`config.mk`:
```
export PLATFORM = sky130hd
export DESIGN_NAME = regfile_sb_flat
export DESIGN_NICKNAME = d
export VERILOG_FILES = /design/src/rtl/regfile_sb_pkg.sv /design/src/rtl/regfile_sb_if.sv /design/src/rtl/regfile_scoreboard.sv /design/src/rtl/regfile_sb.sv /design/src/flat_wrapper.sv
export SDC_FILE = /design/constraint.sdc
export NUM_CORES = 1
export LEC_CHECK = 0
export BUFFER_PORTS_ARGS = -buffer_cell sky130_fd_sc_hd__buf_2
export CAP_MARGIN = 20
export CORE_ASPECT_RATIO = 0.6
export CORE_MARGIN = 10
export CORE_UTILIZATION = 60
export CTS_BUF_LIST = sky130_fd_sc_hd__clkbuf_4
export DETAILED_ROUTE_END_ITERATION = 7
export PLACE_DENSITY = 0.81
export SYNTH_ARGS = -nofsm -noshare
export SYNTH_HDL_FRONTEND = slang
export SYNTH_HIERARCHICAL = 1
export SYNTH_SLANG_ARGS = --single-unit
```
`constraint.sdc`:
```
create_clock -name clk -period 6.3 [get_ports clk]
set_clock_uncertainty 0.05 [all_clocks]
set_input_delay 0.315 -clock clk [delete_from_list [all_inputs] [get_ports clk]]
set_output_delay 0.315 -clock clk [all_outputs]
set_load 0.05 [all_outputs]
```
`src/rtl/regfile_sb_pkg.sv`:
```
// Shared types and default sizes for the RiSC-16 register file with scoreboard.
// Optional feature macro: REGFILE_BYPASS_EN (same-cycle write-through on reads).
package regfile_sb_pkg;

  // Default data width and register address width
  localparam int RF_WORD_LEN = 16;
  localparam int RF_ADDR_LEN = 3;

  // Sweep FSM encodings: clearing the array, or serving the pipeline
  typedef enum logic {
    RF_ST_INIT  = 1'b0,
    RF_ST_READY = 1'b1
  } rf_state_e;

endpackage

```
`src/rtl/regfile_sb_if.sv`:
```
// Bus between decode/writeback (master) and the register file (slave).
// Optional feature macro: REGFILE_BYPASS_EN (affects the slave only).
interface regfile_sb_if
  import regfile_sb_pkg::*;
#(
  parameter int WORD_LEN = RF_WORD_LEN,
  parameter int ADDR_LEN = RF_ADDR_LEN,
  parameter int NUM_RD   = 2
);

  logic [NUM_RD*ADDR_LEN-1:0] rd_addr;
  logic [NUM_RD*WORD_LEN-1:0] rd_data;
  logic [NUM_RD-1:0]          rd_busy;
  logic                       wr_en;
  logic [ADDR_LEN-1:0]        wr_addr;
  logic [WORD_LEN-1:0]        wr_data;
  logic                       rsv_en;
  logic [ADDR_LEN-1:0]        rsv_addr;
  logic                       clr_all;
  logic                       ready;
  logic                       rsv_err;

  modport master (
    output rd_addr, wr_en, wr_addr, wr_data, rsv_en, rsv_addr, clr_all,
    input  rd_data, rd_busy, ready, rsv_err
  );

  modport slave (
    input  rd_addr, wr_en, wr_addr, wr_data, rsv_en, rsv_addr, clr_all,
    output rd_data, rd_busy, ready, rsv_err
  );

endinterface

```
`src/rtl/regfile_scoreboard.sv`:
```
// Busy-bit scoreboard: one bit per register, set at issue, cleared at writeback.
// A reserve and a clear of the same register in one cycle leave the bit set.
// rsv_err is sticky and only returns to 0 on reset (flush keeps it).
module regfile_scoreboard #(
  parameter int ADDR_LEN = 3
) (
  input  logic                     clk,
  input  logic                     rst_n,
  input  logic                     flush,
  input  logic                     set_en,
  input  logic [ADDR_LEN-1:0]      set_addr,
  input  logic                     clr_en,
  input  logic [ADDR_LEN-1:0]      clr_addr,
  output logic [(2**ADDR_LEN)-1:0] busy,
  output logic                     rsv_err
);

  localparam int DEPTH = 2**ADDR_LEN;

  logic [DEPTH-1:0] busy_next;
  logic             err_set;

  // Next busy vector: flush wipes everything, otherwise clear first so a set wins
  always_comb begin
    busy_next = busy;
    if (flush) begin
      busy_next = '0;
    end else begin
      if (clr_en) busy_next[clr_addr] = 1'b0;
      if (set_en) busy_next[set_addr] = 1'b1;
    end
  end

  // Double reservation, unless a write to that register releases it this same cycle
  always_comb begin
    err_set = set_en && busy[set_addr] && !(clr_en && (clr_addr == set_addr));
  end

  // Busy vector register
  always_ff @(posedge clk or negedge rst_n) begin
    if (!rst_n) busy <= '0;
    else        busy <= busy_next;
  end

  // Sticky reservation-error flag
  always_ff @(posedge clk or negedge rst_n) begin
    if (!rst_n)       rsv_err <= 1'b0;
    else if (err_set) rsv_err <= 1'b1;
  end

endmodule

```
`src/rtl/regfile_sb.sv`:
```
// Register file with combinational read ports, one write port and a busy scoreboard.
// The array has no per-entry reset; a sweep FSM zeroes R1..R(DEPTH-1) after reset
// or on clr_all, so the storage can map to distributed RAM.
// Optional feature macro: REGFILE_BYPASS_EN -- same-cycle write data/busy-clear on reads.
module regfile_sb
  import regfile_sb_pkg::*;
#(
  parameter int WORD_LEN = RF_WORD_LEN,
  parameter int ADDR_LEN = RF_ADDR_LEN,
  parameter int NUM_RD   = 2
) (
  input logic         clk,
  input logic         rst_n,
  regfile_sb_if.slave bus
);

  localparam int                  DEPTH    = 2**ADDR_LEN;
  localparam logic [ADDR_LEN-1:0] LAST_IDX = ADDR_LEN'(DEPTH - 1);
  localparam logic [ADDR_LEN-1:0] FIRST_IDX = ADDR_LEN'(1);

  rf_state_e           state;
  rf_state_e           state_next;
  logic [ADDR_LEN-1:0] idx;
  logic                ready_int;
  logic                wr_ok;
  logic                rsv_ok;
  logic                flush;
  logic [DEPTH-1:0]    busy;
  logic                rsv_err_int;
  logic [WORD_LEN-1:0] mem [DEPTH];

  // FSM state register
  always_ff @(posedge clk or negedge rst_n) begin
    if (!rst_n) state <= RF_ST_INIT;
    else        state <= state_next;
  end

  // FSM next state: sweep until the last entry is cleared, re-sweep on clr_all
  always_comb begin
    state_next = state;
    case (state)
      RF_ST_INIT:  if (idx == LAST_IDX) state_next = RF_ST_READY;
      RF_ST_READY: if (bus.clr_all)     state_next = RF_ST_INIT;
      default:                          state_next = RF_ST_INIT;
    endcase
  end

  // FSM outputs: qualified write/reserve/flush strobes; R0 traffic is dropped
  always_comb begin
    ready_int = (state == RF_ST_READY);
    wr_ok     = ready_int && bus.wr_en  && (bus.wr_addr  != '0);
    rsv_ok    = ready_int && bus.rsv_en && (bus.rsv_addr != '0);
    flush     = ready_int && bus.clr_all;
  end

  // Sweep index: walks R1..R(DEPTH-1) in INIT, parked at R1 otherwise
  always_ff @(posedge clk or negedge rst_n) begin
    if (!rst_n)                   idx <= FIRST_IDX;
    else if (state == RF_ST_INIT) idx <= idx + FIRST_IDX;
    else                          idx <= FIRST_IDX;
  end

  // Array write: sweep zeroes have the port during INIT, writeback otherwise
  always_ff @(posedge clk) begin
    if (state == RF_ST_INIT) mem[idx] <= '0;
    else if (wr_ok)          mem[bus.wr_addr] <= bus.wr_data;
  end

  regfile_scoreboard #(
    .ADDR_LEN (ADDR_LEN)
  ) u_scoreboard (
    .clk      (clk),
    .rst_n    (rst_n),
    .flush    (flush),
    .set_en   (rsv_ok),
    .set_addr (bus.rsv_addr),
    .clr_en   (wr_ok),
    .clr_addr (bus.wr_addr),
    .busy     (busy),
    .rsv_err  (rsv_err_int)
  );

  assign bus.ready   = ready_int;
  assign bus.rsv_err = rsv_err_int;

  genvar gi;
  generate
    for (gi = 0; gi < NUM_RD; gi++) begin : g_rd
      logic [ADDR_LEN-1:0] rd_a;
      logic [WORD_LEN-1:0] rd_d;
      logic                rd_b;

      assign rd_a = bus.rd_addr[gi*ADDR_LEN +: ADDR_LEN];

      // Read mux: zero during the sweep and for R0, array/busy otherwise
      always_comb begin
        rd_d = '0;
        rd_b = 1'b0;
        if (ready_int && (rd_a != '0)) begin
          rd_d = mem[rd_a];
          rd_b = busy[rd_a];
`ifdef REGFILE_BYPASS_EN
          if (wr_ok && (bus.wr_addr == rd_a)) begin
            rd_d = bus.wr_data;
            rd_b = 1'b0;
          end
`endif
        end
      end

      assign bus.rd_data[gi*WORD_LEN +: WORD_LEN] = rd_d;
      assign bus.rd_busy[gi]                      = rd_b;
    end
  endgenerate

endmodule

```
`src/flat_wrapper.sv`:
```
// flat-port wrapper written by rule: the top's interface ports become plain ports
module regfile_sb_flat import regfile_sb_pkg::*;
#(
  parameter int WORD_LEN = RF_WORD_LEN,
  parameter int ADDR_LEN = RF_ADDR_LEN,
  parameter int NUM_RD   = 2
)
  (clk, rst_n, bus_rd_addr, bus_wr_en, bus_wr_addr, bus_wr_data, bus_rsv_en, bus_rsv_addr, bus_clr_all, bus_rd_data, bus_rd_busy, bus_ready, bus_rsv_err);
  regfile_sb_if #(.WORD_LEN(WORD_LEN), .ADDR_LEN(ADDR_LEN), .NUM_RD(NUM_RD)) bus_i ();
  input logic clk;
  input logic rst_n;
  input wire logic [$bits(bus_i.rd_addr)-1:0] bus_rd_addr;
  input wire logic [$bits(bus_i.wr_en)-1:0] bus_wr_en;
  input wire logic [$bits(bus_i.wr_addr)-1:0] bus_wr_addr;
  input wire logic [$bits(bus_i.wr_data)-1:0] bus_wr_data;
  input wire logic [$bits(bus_i.rsv_en)-1:0] bus_rsv_en;
  input wire logic [$bits(bus_i.rsv_addr)-1:0] bus_rsv_addr;
  input wire logic [$bits(bus_i.clr_all)-1:0] bus_clr_all;
  output wire logic [$bits(bus_i.rd_data)-1:0] bus_rd_data;
  output wire logic [$bits(bus_i.rd_busy)-1:0] bus_rd_busy;
  output wire logic [$bits(bus_i.ready)-1:0] bus_ready;
  output wire logic [$bits(bus_i.rsv_err)-1:0] bus_rsv_err;
  assign bus_i.rd_addr = bus_rd_addr;
  assign bus_i.wr_en = bus_wr_en;
  assign bus_i.wr_addr = bus_wr_addr;
  assign bus_i.wr_data = bus_wr_data;
  assign bus_i.rsv_en = bus_rsv_en;
  assign bus_i.rsv_addr = bus_rsv_addr;
  assign bus_i.clr_all = bus_clr_all;
  assign bus_rd_data = bus_i.rd_data;
  assign bus_rd_busy = bus_i.rd_busy;
  assign bus_ready = bus_i.ready;
  assign bus_rsv_err = bus_i.rsv_err;
  regfile_sb #(.WORD_LEN(WORD_LEN), .ADDR_LEN(ADDR_LEN), .NUM_RD(NUM_RD)) u_core (.clk(clk), .rst_n(rst_n), .bus(bus_i));
endmodule
```
==> summary.md <==
| Metric | Value |
|---|---|
| Reg power frac | 0.459 |
| DRC Markers | 0 |
| Overall routing resource usage | 0.199 |
| Tcrit/Tclk final | 0.494 |
| Starting Density | 0.609 |
| Clock Path Buffers | 2 |
| Synth async-reset ratio | 0.104 |
| CP startpoint kind | input port |
| DR iter-0 viols | 535 |
| P per Cell Area | 425 nW/um^2 |
| Register area | 3690 sq um |
| Worst Max-Slew Pin Slew | 1.07 ns |
| Final Instance Count excl. Fillers | 624 |
| Most frequent cells in the layout | edfxtp_1, buf_2, mux4_2 |
| Average wire per standard cell | 25.0 microns |
| Switching part of the total | 0.390 |
| CTS tree | done |
| Dominant synthesized flop cell | edfxtp_1 |
| Gpl congestion | 0.858 |
| Comb pwr share | 0.365 |
| RSZ-0062 raised after global routing | false |
| EDFF count, synth | 112 |
| CP arrival | 2.74 ns |
| Clk sink count | 125 |
| Number of global-route vias before repair | 4294 |
| Post-synth cell types | 46 |
| CP Capture Point | bus_rd_data[16] |
| Max-cap violations | 0 |
| Max-slew violations | 0 |
| Synth Warn # | 6 |
| Worst R2R Start | u_core/bus.ready$_DFF_PN0_ |
| Min Clock Period, post-route | 3.11 ns |
| Internal Power | 1.83 mW |
| Final core occ | 0.672 |
| Die height | 99.9 microns |
| Clock transition at path regs | 0.10 ns |
| Critical path class | in2out |
| Critical Path Sink Type | primary output |
| Sw power | 1.17 mW |
| Antenna Violating Nets Remaining | 0 |
| Area growth syn-to-layout | 10.4% |
| Routed WL | 15600 microns |
| Skew-Pair Late Insertion Delay | 0.50 ns |
| Via count | 4168 |
| Dpl hpwl | 9580 microns |
| Max Clk Rate | 322 MHz |
| Initial antenna violation count | 0 |
| Antenna Cells | 0 |
| Worst reg2reg path endpoint | u_core/mem[1][2]$_DFFE_PP_ |
| TritonCTS buffer count | 17 |
| Clk root buf | clkbuf_4 |
| Avg Cell Area, Syn | 15.5 sq um |
| P_leak | 2.69 nW |
| Buffers on Ports | 68 |
| Vias per inst | 6.68 |
| Die area | 15300 sq um |
| R2R cell count | 3 |
| Global-route wire length before repair | 23500 microns |
| Largest net degree at the start of global routing | 38 |
| H-tree depth | 4 |
| Worst VDD drop | 0.000251 V |
| I/O pins | 69 |
| Synthesized area | 6380 sq um |
| Slack of the critical path | 3.19 ns |
| Setup TNS | 0 ns |
| Layout cells sized above 1 | 0.369 |
| DRT Pass-1 Iters | 5 |
| Yosys reg bits | 125 |
| Fill cells | 713 |
| Placed cells | 590 |
| Multi-input logic area | 2480 sq um |
| R2R Setup Slk | 3.43 ns |
| Hold Vio Cnt, Final | 0 |
| GRT overflow | 0 |
| Die width | 153 microns |
| Hold Crit Class | in2reg |
| Status | complete, no violations |
| Area of the core | 10500 sq um |
| # rows | 29 |
| Dpl ws | 3.17 ns |
| Critical path peak fanout | 35 |
| Endpoints failing setup | 0 |
| Crit path from | bus_rd_addr[3] |
| Post-Synthesis Cells | 412 |
| Mapped Nets | 447 |
| CTS resizes | 0 |
| Worst rel slew slack | 0.286 |
| CP required | 5.93 ns |
| Nets | 507 |
| Leading cell type in the layout, fill and taps excluded | edfxtp_1 |
| Post-synthesis sequential area ratio | 0.578 |
| Clock power share | 0.175 |
[flip-flops by register name, summed over array words and instances (netlist names)]
signal                       cells
u_core/bus.ready                 1
u_core/idx                       3
u_core/mem                     112
u_core/u_scoreboard/rsv_err      1
u_core/u_scoreboard/busy         8
[layout make-up]
cell class | instances | area share
clock buffers | 19 | 0.0203
clock inverters | 13 | 0.0178
inverters | 4 | 0.00213
multi-input cells | 247 | 0.353
flip-flops and latches | 125 | 0.524
well taps | 139 | 0.0247
repair buffers | 77 | 0.0586
[worst min path at each step]
stage	from	to	slack, ns	depth (start not counted)
finish	bus_rsv_addr[0]	u_core/u_scoreboard/busy[7]$_DFF_PN0_	0.12	3
floorplan	rst_n	u_core/bus.ready$_DFF_PN0_	-0.03	0
global route	bus_rsv_addr[0]	u_core/u_scoreboard/busy[3]$_DFF_PN0_	0.1	3
CTS	bus_rsv_addr[0]	u_core/u_scoreboard/busy[7]$_DFF_PN0_	0.09	3
global placement	rst_n	u_core/idx[2]$_DFF_PN0_	0.17	1
detailed placement	rst_n	u_core/idx[1]$_DFF_PN0_	0.17	1
[Yosys cell counts, types with 4 or more instances]
master    count  area (sq um)
o21ai_0      18          90.1
nor2b_1       6          37.5
buf_2        14          70.1
o211a_1      14           140
mux4_2       29           653
dfrtp_1      12           300
a221oi_1     19           166
nor2_1       20          75.1
mux2i_1       5          50.1
mux2_2       26           293
and2_1       19           119
nand3_1       4          20.0
clkbuf_1      9          33.8
a21oi_1       8          40.0
mux2_4        8           120
nand2_1       7          26.3
a221o_1      14           140
mux4_1        5           131
o21ai_1       8          40.0
nor3_1        7          35.0
edfxtp_1    112          3360
buf_6         5          56.3
nand2b_1      4          25.0
[power by group through the flow]
| stage | Sequential, mW | Clock, mW | Combinational (mW) |
|---|---|---|---|
| floorplan | 1.35 | 0 | 0.772 |
| global placement | 1.37 | 0 | 1.06 |
| detailed placement | 1.39 | 0 | 1.08 |
| CTS | 1.37 | 0.534 | 1.09 |
| global route | 1.40 | 0.573 | 1.16 |
| finish | 1.38 | 0.525 | 1.09 |
[stage by stage]
stage               hold WS (ns)  total power [mW]  cell area [sq um]
finish                     0.118              3.00               7040
global route              0.0996              3.13               7040
CTS                       0.0893              2.99               7040
detailed placement         0.172              2.47               6750
global placement           0.170              2.43               6750
floorplan                -0.0306              2.12               6380
[worst max-delay path: stages]
cell      delay [ns]
buf_2           0.79
nor2b_2         0.89
a221oi_1        0.25
nor2_1          0.19
buf_2           0.29
[per-layer routing]
metal	share of wire	routed length, microns	up-vias	track usage
li1	-	-	1812	-
met1	0.39	6140	2071	0.247
met2	0.47	7400	258	0.326
met3	0.12	1830	27	0.0653
met4	0.013	208	0	0.0628
met5	0	0	-	0
[timing repair]
item / in CTS / in global routing
hold buffers: 2 / 0
buffers inserted: 0 / 0
endpoints found under the setup margin: 0 / 0
hold endpoints to repair: 14 / 0
[cell families after synthesis]
family | share of synthesized area
buffers and inverters | 0.0416
DFF | 0.578
xor gates and xnor gates | 0.00412
muxes | 0.195
AOI/OAI and AO/OA | 0.119
adders and majority gates | 0.00392
and+or+nand+nor | 0.0576
Note: power is estimated with default switching activity, not from simulation.
